**config.mk**
```make
export PLATFORM = sky130hd
export DESIGN_NAME = perm_inverse_stream
export DESIGN_NICKNAME = d
export VERILOG_FILES = /design/src/rtl/perm_pkg.sv /design/src/rtl/perm_inv_table.sv /design/src/rtl/perm_inverse_stream.sv
export SDC_FILE = /design/constraint.sdc
export NUM_CORES = 1
export LEC_CHECK = 0
export CORE_MARGIN = 1
export CORE_UTILIZATION = 45
export DETAILED_ROUTE_END_ITERATION = 10
export HOLD_SLACK_MARGIN = 0.15
export MAX_ROUTING_LAYER = met4
export SLEW_MARGIN = 15
export SYNTH_ARGS = -nofsm -noshare
export SYNTH_HDL_FRONTEND = slang
export SYNTH_SLANG_ARGS = --single-unit
```
**constraint.sdc**
```tcl
create_clock -name clk -period 2.12 [get_ports clk]
set_input_delay 0.424 -clock clk [delete_from_list [all_inputs] [get_ports clk]]
set_output_delay 0.424 -clock clk [all_outputs]
set_load 0.01 [all_outputs]
```
**src/rtl/perm_pkg.sv**
```systemverilog
// Shared types for the permutation-family blocks: symbol width, frame length, FSM states.
// Latency: n/a (types only).
// Backpressure: n/a (types only).
package perm_pkg;

    localparam int W = 4;
    localparam int N = 1 << W;

    typedef logic [W-1:0] sym_t;

    localparam sym_t LAST_IDX = sym_t'(N - 1);

    typedef enum logic {
        LOAD = 1'b0,
        EMIT = 1'b1
    } state_t;

endpackage

```
**src/rtl/perm_inv_table.sv**
```systemverilog
// Inverse-map register file: N x W write/async-read storage plus seen bitmap and duplicate flag.
// Latency: write lands on the next rising edge; read is combinational.
// Backpressure: none; the caller qualifies we_i and clr_i.
module perm_inv_table
    import perm_pkg::*;
(
    input  logic clk,
    input  logic rst,
    input  logic clr_i,
    input  logic we_i,
    input  sym_t waddr_i,
    input  sym_t wdata_i,
    input  sym_t raddr_i,
    output sym_t rdata_o,
    output logic seen_o,
    output logic all_seen_o,
    output logic dup_o
);

    sym_t           mem_q [N];
    logic [N-1:0]   seen_q;
    logic [N-1:0]   seen_d;
    logic           dup_q;
    logic           dup_d;

    // Table contents are only ever read where the seen bit qualifies them, so no reset.
    always_ff @(posedge clk) begin
        if (we_i) begin
            mem_q[waddr_i] <= wdata_i;
        end
    end

    always_comb begin
        seen_d = seen_q;
        dup_d  = dup_q;
        if (clr_i) begin
            seen_d = '0;
            dup_d  = 1'b0;
        end else if (we_i) begin
            seen_d[waddr_i] = 1'b1;
            dup_d           = dup_q | seen_q[waddr_i];
        end
    end

    always_ff @(posedge clk or posedge rst) begin
        if (rst) begin
            seen_q <= '0;
            dup_q  <= 1'b0;
        end else begin
            seen_q <= seen_d;
            dup_q  <= dup_d;
        end
    end

    assign rdata_o    = mem_q[raddr_i];
    assign seen_o     = seen_q[raddr_i];
    assign all_seen_o = &seen_q;
    assign dup_o      = dup_q;

endmodule

```
**src/rtl/perm_inverse_stream.sv**
```systemverilog
// Loads a frame of N symbols, builds inv[v] = position, then streams inv[0..N-1] with an error flag.
// Latency: first output one cycle after the last input transfer.
// Backpressure: in_ready low for the whole EMIT phase; outputs hold while out_ready is low.
module perm_inverse_stream
    import perm_pkg::*;
(
    input  logic clk,
    input  logic rst,
    input  logic in_valid,
    output logic in_ready,
    input  sym_t in_data,
    output logic out_valid,
    input  logic out_ready,
    output sym_t out_data,
    output logic out_last,
    output logic out_err
);

    state_t state_q;
    state_t state_d;
    sym_t   wr_idx_q;
    sym_t   wr_idx_d;
    sym_t   rd_idx_q;
    sym_t   rd_idx_d;

    logic   in_fire;
    logic   out_fire;
    logic   frame_done;
    sym_t   rdata;
    logic   rd_seen;
    logic   all_seen;
    logic   dup;

    assign in_fire    = in_valid & in_ready;
    assign out_fire   = out_valid & out_ready;
    assign frame_done = out_fire & (rd_idx_q == LAST_IDX);

    perm_inv_table u_table (
        .clk        (clk),
        .rst        (rst),
        .clr_i      (frame_done),
        .we_i       (in_fire),
        .waddr_i    (in_data),
        .wdata_i    (wr_idx_q),
        .raddr_i    (rd_idx_q),
        .rdata_o    (rdata),
        .seen_o     (rd_seen),
        .all_seen_o (all_seen),
        .dup_o      (dup)
    );

    always_ff @(posedge clk or posedge rst) begin
        if (rst) begin
            state_q  <= LOAD;
            wr_idx_q <= '0;
            rd_idx_q <= '0;
        end else begin
            state_q  <= state_d;
            wr_idx_q <= wr_idx_d;
            rd_idx_q <= rd_idx_d;
        end
    end

    // Both indices wrap to 0 on their final transfer through natural W-bit overflow.
    always_comb begin
        state_d  = state_q;
        wr_idx_d = in_fire  ? wr_idx_q + 1'b1 : wr_idx_q;
        rd_idx_d = out_fire ? rd_idx_q + 1'b1 : rd_idx_q;
        case (state_q)
            LOAD: if (in_fire && (wr_idx_q == LAST_IDX)) state_d = EMIT;
            EMIT: if (frame_done)                        state_d = LOAD;
            default:                                     state_d = LOAD;
        endcase
    end

    always_comb begin
        in_ready  = 1'b0;
        out_valid = 1'b0;
        out_data  = '0;
        out_last  = 1'b0;
        out_err   = 1'b0;
        case (state_q)
            LOAD: begin
                in_ready = 1'b1;
            end
            EMIT: begin
                out_valid = 1'b1;
                out_data  = rd_seen ? rdata : '0;
                out_last  = (rd_idx_q == LAST_IDX);
                out_err   = dup | ~all_seen;
            end
            default: begin
                in_ready = 1'b0;
            end
        endcase
    end

endmodule

```
Word-level counts from Yosys, hierarchy flattened:

Memories as Yosys holds them, arrays and structs flattened.
Index checks and enable logic that the tools add are counted.

* mux-type cells: 21
* reductions and logical operators: 4
* equality and inequality tests: 2
* bitwise operators: 8
* order comparisons: 3
* $add $sub $neg: 2

Operators with widths (count)
* $mux 16: 2
* $or 16x16->16: 1
* $reduce_and 16->1: 1
* $mux 1: 13
* $lt 4x5->1 const B: 2
* $add 4x1->4 const B: 2
* $bmux 1 s4: 2
* $eq 4x4->1 const B: 2
* $mux 4: 2
* $demux 1 s4: 1
* $ge 4x1->1 const B: 1
* $and 1x1->1: 3
* $logic_and 1x1->1: 2
* $not 1->1: 2
* $or 1x1->1: 2
* $pmux 1 s2: 1
* $reduce_bool 2->1: 1

* register bits after elaboration: 26
* bits in writable memories: 64
* memories: 1
* word-level logic and storage cells: 46

Memory list
* u_table.mem_q: depth 16, width 4, rd ports 1, clocked after Yosys merged registers in 0, write ports 1, RTL line perm_inv_table.sv:20 `sym_t mem_q [N];`

Logic depth before layout (Yosys ltp):

* word-level depth: 7
* depth in mapped cells: 6
* depth with buffers taken out: 5

Cells and area by module:

Synthesis repeated with hierarchy kept, for this count alone.

* cells, all modules: 229
* area, all modules: 3891.2 µm²

Modules (own cells, without submodules)
* perm_inv_table: instances 1, cells an instance 190, area an instance 3439.5 µm²
* perm_inverse_stream: instances 1, cells an instance 39, area an instance 451.7 µm²

Worst setup path after synthesis:

No wires, ideal clock.

* kind: register to output
* from: reg rd_idx_q[0]
* to: out out_data[0]
* slack: 0.173 ns
* stages on the path, launching flop included: 6
* data required time: 1.696 ns
* arrival time: 1.523 ns
* cell sequence: dfrtp_1 -> buf_4 -> mux2i_1 -> a311o_1 -> o32a_1 -> a31oi_1

* cells in the longest elaborated chain, start to end: 4
* elaborated cells between the ends (all ways): 5
* those cells by class: mux: 4; memory: 1

RTL lines
* start: declaration: RTL line perm_inverse_stream.sv:23 `sym_t rd_idx_q;`
* start signal: assignment: RTL line perm_inverse_stream.sv:60 `rd_idx_q <= rd_idx_d;`
* $bmux 1 s4: RTL line perm_inv_table.sv:56 `assign seen_o = seen_q[raddr_i];`
* $mux 1 (not written as such): RTL line perm_inv_table.sv:56
* $mux 4 *: RTL line perm_inverse_stream.sv:88 `out_data = rd_seen ? rdata : '0;`
* $mux 4 *: RTL line perm_inverse_stream.sv:82 `case (state_q)`
* end: declaration: RTL line perm_inverse_stream.sv:14 `output sym_t out_data,`

Every way passes the cells marked *; elsewhere a longest branch is shown, timed or not. The select of a mux whose other input is x is not followed.

Worst setup path after layout:

* from: reg rd_idx_q[0]
* to: out out_data[2]

Same word-level chain as after synthesis.

==> results by group <==
Layout
  • Finished Layout Cells: 424
  • Nets@finish: 324
  • Area Growth Syn to Fin: 24.26%
  • Final antenna diode count: 0
  • Core Util, Final: 57.82%
  • Layout cells sized above 1: 36.36%

Synth
  • Synth warnings: 0
  • Netlist cell types: 40
  • Prevailing post-synth register cell: edfxtp_1
  • Post-Syn Nets: 244
  • Most numerous cell in the Yosys netlist: edfxtp_1
  • Sequential area share after synthesis: 66.95%
  • Post-Synthesis Cells: 234
  • Yosys reg bits: 90
  • Synth cell count leaders: 64 x edfxtp_1, 26 x dfrtp_1, 19 x mux4_2
  • Synth top area cells: edfxtp_1 50%, dfrtp_1 17%, mux4_2 11%
  • Async SR Flop Fraction: 28.89%
  • Post-synth top area share: 50.02%
  • Netlist Area Pre-Place: 3842 um2
  • Synth area leader: edfxtp_1
  • Post-synth EDFFs: 64
  • Syn avg cell area: 16.42 um2

Routing
  • Vias: 2346
  • DR pass1 iterations: 4
  • Antenna viol nets, final: 0
  • Vias per inst: 5.533
  • Routed WL: 8.405 mm
  • DRT iter0 DRCs: 168
  • DRC: 0
  • Routed WL per cell: 19.82 um

Clock tree
  • CTS Buf Count: 9
  • CTS H-Tree Depth: 3
  • CTS tree: yes
  • CTS Sinks: 90
  • Hold-fix buffers, CTS: 0
  • CTS Root Cell: clkbuf_8
  • Reg clk slew, reported paths: 90 ps
  • Clk Latency, worst-skew pair: 360 ps
  • Clock Path Buffers: 2

GRT
  • GRT Util Overall: 22.06%
  • Largest net degree at the start of global routing: 27
  • First-pass GRT wire length: 13.32 mm
  • Total gr overflow: 0
  • Vias in the first global route: 2308
  • Initial antenna violation count: 0

Critical path
  • CP bufs+invs: 2
  • CP startpoint kind: flip-flop
  • Worst EP arrival: 2030 ps
  • Critical Path RT: 1700 ps
  • Worst Setup End Kind: primary output
  • Delay-heaviest family, CP: multiplexers
  • Largest stage delay, worst path: 490 ps
  • Critical Setup Path Class: flip-flop to primary output
  • Critical path cell sequence: buf_6, mux4_2, nor2_1, o32a_1, a31oi_1, buf_2
  • Crit-path slowest cell: mux4_2
  • R2r worst-path depth: 7
  • Worst reg-to-reg setup slack: 330 ps
  • Max FO, Critical Path: 6
  • Reg-to-Reg Start: rd_idx_q[0]$_DFFE_PP0P_
  • Reg-to-Reg End: u_table.seen_q[2]$_DFFE_PP0P_

Min path
  • Hold Crit Class: input port to asynchronous set/reset pin

Run status
  • Status: finished with violations
  • Failing checks: setup timing

Timing
  • Rel. slew slack: 57.04%
  • Fin crit share: 115.9%
  • Worst setup margin: -337.3 ps
  • Clock Skews: 12.89 ps
  • Slew at the pin closest to its max-slew limit: 644.4 ps
  • Setup violators final: 4
  • Max-slew violation count: 0
  • Tmin final: 2457 ps
  • RSZ-0062 raised after global routing: true
  • Endpoints failing hold: 0
  • Highest Clock Rate: 0.4069 GHz

Floorplan
  • Initial core utilization: 46.53%
  • Die W: 94.41 um
  • Cell Rows: 33
  • Chip Height: 94.41 um
  • IO Pins: 16
  • Die area: 8912 um2
  • CORE AREA: 8258 um2

Placed design
  • Placed Cells: 406
  • RD Place Congestion: 0.8271
  • HPWL after detailed placement: 6.216 mm
  • IO buf count: 15

Power and ir drop
  • Total Power: 6167 uW
  • Pwr Density: 1292 nW/um2
  • Leak Pwr: 0.001746 uW
  • Peak VDD IR: 0.7808 mV

Flow run
  • MaxCap Viol Count: 0
-- what timing repair did --
action / CTS / global route
gates resized for setup: 25 / 3
pin swaps: 1 / 1
gates cloned: 0 / 0
endpoints found under the setup margin: 6 / 6
buffers inserted: 1 / 1
-- worst min-delay path, delay by kind of cell --
| family | cells | cell delay, ps |
|---|---|---|
| buffers and inverters | 3 | 750 |
-- worst max-delay path by stage --
stage,start,cells after the start,to
2_1_floorplan,rd_idx_q[0]$_DFFE_PP0P_,5,out_data[0]
3_3_place_gp,rd_idx_q[0]$_DFFE_PP0P_,6,out_data[2]
3_5_place_dp,rd_idx_q[0]$_DFFE_PP0P_,6,out_data[2]
4_1_cts,rd_idx_q[0]$_DFFE_PP0P_,6,out_data[2]
5_1_grt,rd_idx_q[0]$_DFFE_PP0P_,6,out_data[2]
6_report,rd_idx_q[0]$_DFFE_PP0P_,6,out_data[2]
-- cells in the final DEF, fill, tap and decap left out, drive strengths merged, types with 5 or more instances in the layout --
cell / netlist / routed
nor2: 16 / 16
clkbuf: 4 / 11
dfrtp: 26 / 26
buf: 9 / 72
o21a: 16 / 16
clkdlybuf4s50: 0 / 9
xnor2: 5 / 5
edfxtp: 64 / 64
nand2: 16 / 16
mux2: 5 / 5
nand3: 7 / 7
mux4: 22 / 22
-- through the flow --
stage	hold WS, ps	setup WS [ps]	setup TNS, ps	cell area, um2
6_report	400.5	-337.3	-1325	4775
5_1_grt	451.9	-426.9	-1687	4775
4_1_cts	403.8	-350.6	-1382	4761
3_5_place_dp	489.4	-410.8	-1754	4569
3_3_place_gp	483.1	-359.1	-1490	4569
2_1_floorplan	448.5	173.1	0	3842
-- layer usage --
metal / vias up / track usage, % / wire length, um
li1: 1085 / - / -
met1: 1177 / 30.84 / 3843
met2: 71 / 31.88 / 3857
met3: 13 / 4.026 / 541
met4: 0 / 9.359 / 163
met5: - / - / 0
-- flip-flops by register name, indices dropped and copies added, names as in the netlist --
name,flops
state_q,1
u_table.seen_q,16
rd_idx_q,4
u_table.dup_o,1
wr_idx_q,4
u_table.mem_q,64
-- where the power goes --
part	internal (uW)	switching [uW]
Combinational	1300	1020
Sequential	2320	341
Clock	560	632
Total	4180	1990
-- layout make-up --
| type | instances | area, um2 |
|---|---|---|
| multi-input cells | 129 | 1209 |
| fillers | 664 | 3483 |
| flip-flops and latches | 90 | 2574 |
| inverters | 2 | 7.507 |
| repair buffers | 82 | 651.9 |
| clock buffers | 10 | 127.6 |
| clock inverters | 6 | 73.82 |
| well taps | 105 | 131.4 |
-- cells by family after synthesis --
| group | count (synthesis) | share of synthesized area [%] |
|---|---|---|
| DFF | 90 | 66.95 |
| adders and majority gates | 2 | 0.6511 |
| muxes | 29 | 15.27 |
| xor gates and xnor gates | 6 | 1.368 |
| and+or+nand+nor | 62 | 7.913 |
| AOI/OAI and AO/OA | 30 | 5.894 |
| buffers and inverters | 15 | 1.953 |
Power figures use the tool's default switching activity.
